**src/rtl/multicycle_ctrl_if.sv**
```systemverilog
// Controller <-> datapath bundle for the multicycle controller.
// master = controller side, slave = datapath side.
interface multicycle_ctrl_if;
    logic [5:0] op;
    logic [5:0] funct;
    logic       zf;
    logic       ir_we;
    logic       mem_we;
    logic       reg_we;
    logic       i_or_d;
    logic       mem_to_reg;
    logic       reg_dst;
    logic       alu_src_a;
    logic [1:0] alu_src_b;
    logic [1:0] pc_src;
    logic [2:0] alu_sel;
    logic       pc_we;
    logic [3:0] state;

    modport master (
        input  op, funct, zf,
        output ir_we, mem_we, reg_we, i_or_d, mem_to_reg, reg_dst, alu_src_a,
               alu_src_b, pc_src, alu_sel, pc_we, state
    );

    modport slave (
        output op, funct, zf,
        input  ir_we, mem_we, reg_we, i_or_d, mem_to_reg, reg_dst, alu_src_a,
               alu_src_b, pc_src, alu_sel, pc_we, state
    );
endinterface

```
**src/rtl/multicycle_ctrl.sv**
```systemverilog
// Multicycle MIPS-style control FSM: only the state is registered, all strobes
// decode from it. Define MULTICYCLE_CTRL_JUMP_EN to add the j instruction.
module multicycle_ctrl (
    input  logic                   clk,
    input  logic                   rst,
    multicycle_ctrl_if.master      bus
);
    typedef enum logic [3:0] {
        S_FETCH  = 4'd0,
        S_DECODE = 4'd1,
        S_MEMADR = 4'd2,
        S_MEMRD  = 4'd3,
        S_MEMWB  = 4'd4,
        S_MEMWR  = 4'd5,
        S_EXEC   = 4'd6,
        S_ALUWB  = 4'd7,
        S_BEQ    = 4'd8,
        S_ADDIEX = 4'd9,
        S_ADDIWB = 4'd10
`ifdef MULTICYCLE_CTRL_JUMP_EN
        , S_JUMP = 4'd11
`endif
    } state_t;

    localparam logic [5:0] OP_RTYPE = 6'b000000;
    localparam logic [5:0] OP_LW    = 6'b100011;
    localparam logic [5:0] OP_SW    = 6'b101011;
    localparam logic [5:0] OP_BEQ   = 6'b000100;
    localparam logic [5:0] OP_ADDI  = 6'b001000;
`ifdef MULTICYCLE_CTRL_JUMP_EN
    localparam logic [5:0] OP_J     = 6'b000010;
`endif

    localparam logic [2:0] ALU_AND = 3'b000;
    localparam logic [2:0] ALU_OR  = 3'b001;
    localparam logic [2:0] ALU_ADD = 3'b010;
    localparam logic [2:0] ALU_SUB = 3'b110;
    localparam logic [2:0] ALU_SLT = 3'b111;
    localparam logic [2:0] ALU_NOP = 3'b011;

    state_t     r_state;
    state_t     w_next;
    logic       w_ir_we, w_mem_we, w_reg_we, w_i_or_d, w_mem_to_reg, w_reg_dst;
    logic       w_alu_src_a, w_pc_we;
    logic [1:0] w_alu_src_b, w_pc_src;
    logic [2:0] w_alu_sel;

    always_ff @(posedge clk or posedge rst) begin
        if (rst) r_state <= S_FETCH;
        else     r_state <= w_next;
    end

    always_comb begin
        w_next       = S_FETCH;
        w_ir_we      = 1'b0;
        w_mem_we     = 1'b0;
        w_reg_we     = 1'b0;
        w_i_or_d     = 1'b0;
        w_mem_to_reg = 1'b0;
        w_reg_dst    = 1'b0;
        w_alu_src_a  = 1'b0;
        w_alu_src_b  = 2'b00;
        w_pc_src     = 2'b00;
        w_alu_sel    = ALU_NOP;
        w_pc_we      = 1'b0;
        case (r_state)
            S_FETCH: begin
                w_ir_we     = 1'b1;
                w_alu_src_b = 2'b01;
                w_alu_sel   = ALU_ADD;
                w_pc_we     = 1'b1;
                w_next      = S_DECODE;
            end
            S_DECODE: begin
                // ALU speculatively forms the branch target while op is decoded
                w_alu_src_b = 2'b11;
                w_alu_sel   = ALU_ADD;
                case (bus.op)
                    OP_LW, OP_SW: w_next = S_MEMADR;
                    OP_RTYPE:     w_next = S_EXEC;
                    OP_BEQ:       w_next = S_BEQ;
                    OP_ADDI:      w_next = S_ADDIEX;
`ifdef MULTICYCLE_CTRL_JUMP_EN
                    OP_J:         w_next = S_JUMP;
`endif
                    default:      w_next = S_FETCH;
                endcase
            end
            S_MEMADR: begin
                w_alu_src_a = 1'b1;
                w_alu_src_b = 2'b10;
                w_alu_sel   = ALU_ADD;
                w_next      = (bus.op == OP_LW) ? S_MEMRD : S_MEMWR;
            end
            S_MEMRD: begin
                w_i_or_d = 1'b1;
                w_next   = S_MEMWB;
            end
            S_MEMWB: begin
                w_reg_we     = 1'b1;
                w_mem_to_reg = 1'b1;
            end
            S_MEMWR: begin
                w_i_or_d = 1'b1;
                w_mem_we = 1'b1;
            end
            S_EXEC: begin
                w_alu_src_a = 1'b1;
                case (bus.funct)
                    6'b100100: w_alu_sel = ALU_AND;
                    6'b100101: w_alu_sel = ALU_OR;
                    6'b100000: w_alu_sel = ALU_ADD;
                    6'b100010: w_alu_sel = ALU_SUB;
                    6'b101010: w_alu_sel = ALU_SLT;
                    default:   w_alu_sel = ALU_NOP;
                endcase
                w_next = S_ALUWB;
            end
            S_ALUWB: begin
                w_reg_we  = 1'b1;
                w_reg_dst = 1'b1;
            end
            S_BEQ: begin
                w_alu_src_a = 1'b1;
                w_alu_sel   = ALU_SUB;
                w_pc_src    = 2'b01;
                w_pc_we     = bus.zf;
            end
            S_ADDIEX: begin
                w_alu_src_a = 1'b1;
                w_alu_src_b = 2'b10;
                w_alu_sel   = ALU_ADD;
                w_next      = S_ADDIWB;
            end
            S_ADDIWB: begin
                w_reg_we = 1'b1;
            end
`ifdef MULTICYCLE_CTRL_JUMP_EN
            S_JUMP: begin
                w_pc_src = 2'b10;
                w_pc_we  = 1'b1;
            end
`endif
            default: w_next = S_FETCH;
        endcase
    end

    assign bus.ir_we      = w_ir_we;
    assign bus.mem_we     = w_mem_we;
    assign bus.reg_we     = w_reg_we;
    assign bus.i_or_d     = w_i_or_d;
    assign bus.mem_to_reg = w_mem_to_reg;
    assign bus.reg_dst    = w_reg_dst;
    assign bus.alu_src_a  = w_alu_src_a;
    assign bus.alu_src_b  = w_alu_src_b;
    assign bus.pc_src     = w_pc_src;
    assign bus.alu_sel    = w_alu_sel;
    assign bus.pc_we      = w_pc_we;
    assign bus.state      = r_state;
endmodule

```
**src/flat_wrapper.sv**
```systemverilog
// flat-port wrapper written by rule: the top's interface ports become plain ports
module multicycle_ctrl_flat 
  (clk, rst, bus_op, bus_funct, bus_zf, bus_ir_we, bus_mem_we, bus_reg_we, bus_i_or_d, bus_mem_to_reg, bus_reg_dst, bus_alu_src_a, bus_alu_src_b, bus_pc_src, bus_alu_sel, bus_pc_we, bus_state);
  multicycle_ctrl_if bus_i ();
  input  logic clk;
  input  logic rst;
  input wire logic [$bits(bus_i.op)-1:0] bus_op;
  input wire logic [$bits(bus_i.funct)-1:0] bus_funct;
  input wire logic [$bits(bus_i.zf)-1:0] bus_zf;
  output wire logic [$bits(bus_i.ir_we)-1:0] bus_ir_we;
  output wire logic [$bits(bus_i.mem_we)-1:0] bus_mem_we;
  output wire logic [$bits(bus_i.reg_we)-1:0] bus_reg_we;
  output wire logic [$bits(bus_i.i_or_d)-1:0] bus_i_or_d;
  output wire logic [$bits(bus_i.mem_to_reg)-1:0] bus_mem_to_reg;
  output wire logic [$bits(bus_i.reg_dst)-1:0] bus_reg_dst;
  output wire logic [$bits(bus_i.alu_src_a)-1:0] bus_alu_src_a;
  output wire logic [$bits(bus_i.alu_src_b)-1:0] bus_alu_src_b;
  output wire logic [$bits(bus_i.pc_src)-1:0] bus_pc_src;
  output wire logic [$bits(bus_i.alu_sel)-1:0] bus_alu_sel;
  output wire logic [$bits(bus_i.pc_we)-1:0] bus_pc_we;
  output wire logic [$bits(bus_i.state)-1:0] bus_state;
  assign bus_i.op = bus_op;
  assign bus_i.funct = bus_funct;
  assign bus_i.zf = bus_zf;
  assign bus_ir_we = bus_i.ir_we;
  assign bus_mem_we = bus_i.mem_we;
  assign bus_reg_we = bus_i.reg_we;
  assign bus_i_or_d = bus_i.i_or_d;
  assign bus_mem_to_reg = bus_i.mem_to_reg;
  assign bus_reg_dst = bus_i.reg_dst;
  assign bus_alu_src_a = bus_i.alu_src_a;
  assign bus_alu_src_b = bus_i.alu_src_b;
  assign bus_pc_src = bus_i.pc_src;
  assign bus_alu_sel = bus_i.alu_sel;
  assign bus_pc_we = bus_i.pc_we;
  assign bus_state = bus_i.state;
  multicycle_ctrl u_core (.clk(clk), .rst(rst), .bus(bus_i));
endmodule
```
**config.mk**
```make
export PLATFORM = sky130hd
export DESIGN_NAME = multicycle_ctrl_flat
export DESIGN_NICKNAME = d
export VERILOG_FILES = /design/src/rtl/multicycle_ctrl_if.sv /design/src/rtl/multicycle_ctrl.sv /design/src/flat_wrapper.sv
export SDC_FILE = /design/constraint.sdc
export NUM_CORES = 1
export LEC_CHECK = 0
export CAP_MARGIN = 20
export CORE_UTILIZATION = 33
export CTS_BUF_LIST = sky130_fd_sc_hd__clkbuf_16
export CTS_CLUSTER_DIAMETER = 80
export DETAILED_ROUTE_END_ITERATION = 8
export PLACE_DENSITY = 0.78
export SLEW_MARGIN = 20
export SYNTH_ARGS = -nofsm -noshare
export SYNTH_HDL_FRONTEND = slang
export SYNTH_SLANG_ARGS = --single-unit
```
**constraint.sdc**
```tcl
create_clock -name clk -period 1.9 [get_ports clk]
set_input_delay 0.38 -clock clk [delete_from_list [all_inputs] [get_ports clk]]
set_output_delay 0.38 -clock clk [all_outputs]
set_load 0.005 [all_outputs]
```
**After elaboration in Yosys (flattened, before gate mapping)**

Cells that the tools add are included.

- Output and inout port bits: 19
- Register bits: 4
- Logic and storage cells: 43

- Equality and inequality tests: 19
- Mux-type cells: 15
- Reduce and logical (&&, ||, !) cells: 8

Operators with widths:

| operator | count |
|---|---|
| $eq A6 B6 Y1 const B | 7 |
| $pmux W4 S6 | 1 |
| $eq A4 B3 Y1 const B | 4 |
| $pmux W4 S4 | 1 |
| $pmux W3 S5 | 1 |
| $eq A4 B4 Y1 const B | 3 |
| $pmux W3 S3 | 1 |
| $eq A4 B2 Y1 const B | 2 |
| $mux W1 | 8 |
| $reduce_or A4 Y1 | 2 |
| $eq A6 B3 Y1 const B | 1 |
| $eq A6 B4 Y1 const B | 1 |
| $logic_not A6 Y1 | 1 |
| $pmux W2 S3 | 1 |
| $reduce_or A2 Y1 | 3 |
| $eq A4 B1 Y1 const B | 1 |
| $logic_not A4 Y1 | 1 |
| $mux W3 | 1 |
| $reduce_or A3 Y1 | 1 |
| $pmux W1 S2 | 1 |

**Longest topological paths before layout**

- Word-level depth: 4
- Mapped depth: 4

**Worst setup path before layout**

No wires, ideal clock.

- Kind: register -> output
- From: register u_core.r_state[3], in the netlist u_core.bus.state[3]
- To: output port bus_alu_sel[2]
- Buffers on the path: 0
- Stages on the path, launching flop included: 4
- Path slack: 0.308 ns
- Arrival time: 1.212 ns
- Cell sequence: dfrtp_1 > nand2b_1 > or4_1 > a21oi_1

- Cells in the longest elaborated chain, start to end: 3
- Elaborated cells between the ends (all ways): 8
- Classes of those cells: eq/ne (5); mux (1); reduce/logical (2)

Ends and longest elaborated chain:

| what | line | RTL |
|---|---|---|
| start, declared | multicycle_ctrl.sv:41 | `state_t r_state;` |
| start signal, assigned | multicycle_ctrl.sv:50 | `else r_state <= w_next;` |
| $eq A4 B2 Y1, or another cell as far along | multicycle_ctrl.sv:66 | `case (r_state)` |
| $reduce_or A4 Y1 (no source line) | -- |  |
| $pmux W3 S3 * | multicycle_ctrl.sv:66 |  |
| end, declared | flat_wrapper.sv:19 | `output wire logic [$bits(bus_i.alu_sel)-1:0] bus_alu_sel;` |

Every way passes the cells marked *; elsewhere a longest branch is shown, timed or not.

**Final worst setup path**

- From: register u_core.r_state[1], in the netlist u_core.bus.state[1]
- To: output port bus_alu_sel[2]

Same word-level chain as after synthesis.

==> summary.txt <==
Status
  – Outcome: complete, no violations

Final layout
  – Max FFs per register: 4
  – Final nets: 134
  – Final core utilization: 81.5%
  – Commonest non-fill, non-tap cell in the layout: buf_4
  – Share of cells above drive strength 1: between 30 and 40%
  – Antenna Cells: 0
  – FILL cells: 86
  – Commonest cells after routing, fill and taps aside: buf_4 (17), clkdlybuf4s50_1 (13), dlygate4sd2_1 (8)
  – Area growth syn-to-layout: 131%

Placement
  – # port buffers: 32
  – RePlAce Congestion: approximately 0.75
  – Detailed placement HPWL: 1130 µm

Worst setup path
  – CP endpoint: bus_alu_sel[2]
  – Reg2Reg Depth: 5
  – WS Path Type: reg2out
  – Data required, critical path: 1.52 ns
  – Crit Path Max Fanout: 3
  – Critical Path Source Type: flip-flop
  – Crit. Startpoint: u_core.bus.state[1]
  – Crit path DAT: 1.48 ns
  – Internal reg-to-reg setup slack: 0.36 ns
  – Critical R2R Launch: u_core.bus.state[2]
  – Reg2reg end: u_core.bus.state[2]
  – Setup crit end kind: output pin

Clocking
  – CTS root buf: clkbuf_16
  – Clock Sink Count: 4
  – Total CTS buffers: 3
  – Clock buffer depth: 2
  – Hold-fix buffers at CTS: 0
  – H-tree levels: 1
  – Worst-path clk slew: ~0.030 ns
  – Worst skew pair latency: 0.23 ns
  – CTS tree: built

Run
  – Maxcap violations: 0

Routing
  – Drt drc: 0
  – WL final: 1900 µm
  – Routed WL per cell: 14.4 µm
  – Via Count: 725
  – DR pass1 iterations: 4
  – Drt initial violations: 7
  – Vias/cell: around 5.5
  – Post-route ant nets: 0

GRT
  – Largest net degree at the start of global routing: 10
  – Grt met2 use: 49.6%
  – GRT overflow: 0
  – Tot GR Track Use: 29.7%
  – GR Util met1: between 30% and 40%
  – Met3 Resource Use GR: 6.82%
  – Global-route wire length before repair: 2950 µm
  – Vias in the first global route: 622
  – GRT Max-Usage Layer: met2
  – Initial antenna violation count: 0

Power and ir drop
  – Maximum VDD drop: ~0.94 mV
  – PwrDens: 839 nW/µm²
  – Leakage: 0.000562 µW

STA
  – Post-layout min period: 1.86 ns
  – Worst hold slack: ~0.35 ns
  – Final hold vios: 0
  – Max frequency: 0.537 GHz
  – Max Transition Viols Final: 0
  – Worst clock skew: 0.00409 ns
  – Setup violation total in the final timing report: 0
  – Tcrit/Tclk final: a little over nine tenths

Yosys
  – Unique masters post-synth: 34
  – YS warnings: 0
  – Register area share after synthesis: 21.8%
  – Flops & latches, synth: 4
  – Syn_nets: 80
  – Cells after Synth: 65
  – Mean area per synthesized cell: 7.06 µm²
  – Mapped Area: around 460 µm²

Die
  – Initial standard-cell utilization of the core: 35.3%
  – Row Count: 13
  – Die Ht: 39.3 µm
  – Horiz. Die Dim: 39.3 µm
  – # IOs: 34
  – Die footprint: roughly 1500 µm²
  – Core region area: 1300 µm²

Worst hold path
  – Min-Delay Path Class: in2async
==> per-stage QoR <==
step	worst slack, ns	total power (µW)	cells	area [µm²]	setup TNS [ns]
final	0.0385	890	132	1060	0
after global routing	-0.0372	938	132	1060	-0.0372
after CTS	-0.140	862	132	1040	-0.140
after detailed placement	-0.523	497	118	853	-1.40
after global placement	-0.513	490	118	853	-1.38
after floorplan	0.308	280	65	459	0
==> cell usage after synthesis (all sizes together) <==
master / count / area, µm²
nand4bb: 1 / 11.3
or2: 1 / 6.26
dfrtp: 4 / 100
nand2b: 2 / 12.5
o21a: 1 / 7.51
nor3b: 3 / 22.5
or3: 1 / 6.26
nor2: 3 / 11.3
a2111oi: 1 / 8.76
a21oi: 3 / 15.0
nand3: 2 / 10.0
buf: 5 / 27.5
nand2: 5 / 18.8
xnor2: 1 / 8.76
nand4: 2 / 12.5
xor2: 1 / 8.76
and4b: 1 / 10.0
nor2b: 1 / 6.26
a21o: 1 / 7.51
conb: 1 / 3.75
nor3: 5 / 25.0
a31o: 1 / 8.76
o21ai: 3 / 15.0
nor4: 2 / 12.5
o2111ai: 1 / 8.76
inv: 6 / 22.5
a31oi: 1 / 6.26
mux2i: 1 / 10.0
and3: 1 / 6.26
o22ai: 2 / 12.5
o311ai: 1 / 8.76
or4: 1 / 7.51
==> critical path, stage by stage, from the launching register on <==
cell     delay (ns)
dfrtp_1        0.37
inv_1          0.07
or4_1          0.53
a21oi_1        0.15
buf_2          0.12
==> per-layer routing <==
| metal | up-vias | wire length [µm] |
|---|---|---|
| met5 | - | 0 |
| met4 | 0 | 59 |
| met3 | 6 | 116 |
| met2 | 47 | 1010 |
| met1 | 328 | 718 |
| li1 | 344 | - |
==> worst min-delay path by stage <==
stage                               end  slack, ns  depth (start not counted)
finish              u_core.bus.state[2]       0.35                          2
global route        u_core.bus.state[2]       0.37                          2
CTS                 u_core.bus.state[2]       0.36                          2
detailed placement  u_core.bus.state[0]       0.59                          2
global placement    u_core.bus.state[0]       0.57                          2
floorplan           u_core.bus.state[0]       0.15                          1
==> area by class of cell <==
type                            count  area [µm²]  share of cell area [%]
Multi-Input combinational cell     50         359                    33.8
Tap cell                           15        18.8                    1.77
Timing Repair Buffer               54         484                    45.6
Inverter                            6        22.5                    2.12
Sequential cell                     4         101                    9.55
Clock buffer                        3        75.1                    7.08
==> power breakdown <==
part           internal (µW)  leakage (µW)  switching (µW)
Clock                    270     0.0000370            66.5
Sequential               103     0.0000522            42.1
Combinational            238      0.000472             171
Total                    610      0.000562             280
==> kinds of logic after synthesis <==
logic type	share of synthesized area, %
muxes	2.18
DFF	21.8
buffers and inverters	10.9
AOI/OAI and AO/OA	21.5
other	0.817
and+or+nand+nor	39.0
xor gates and xnor gates	3.82
==> timing repair <==
item | CTS | global route
endpoints found under the hold margin | 0 | 0
buffers inserted | 9 | 0
gates cloned | 2 | 0
setup endpoints to repair | 13 | 5
resized for setup | 32 | 12
pin swaps | 5 | 3
Note: power is estimated with default switching activity, not from simulation.
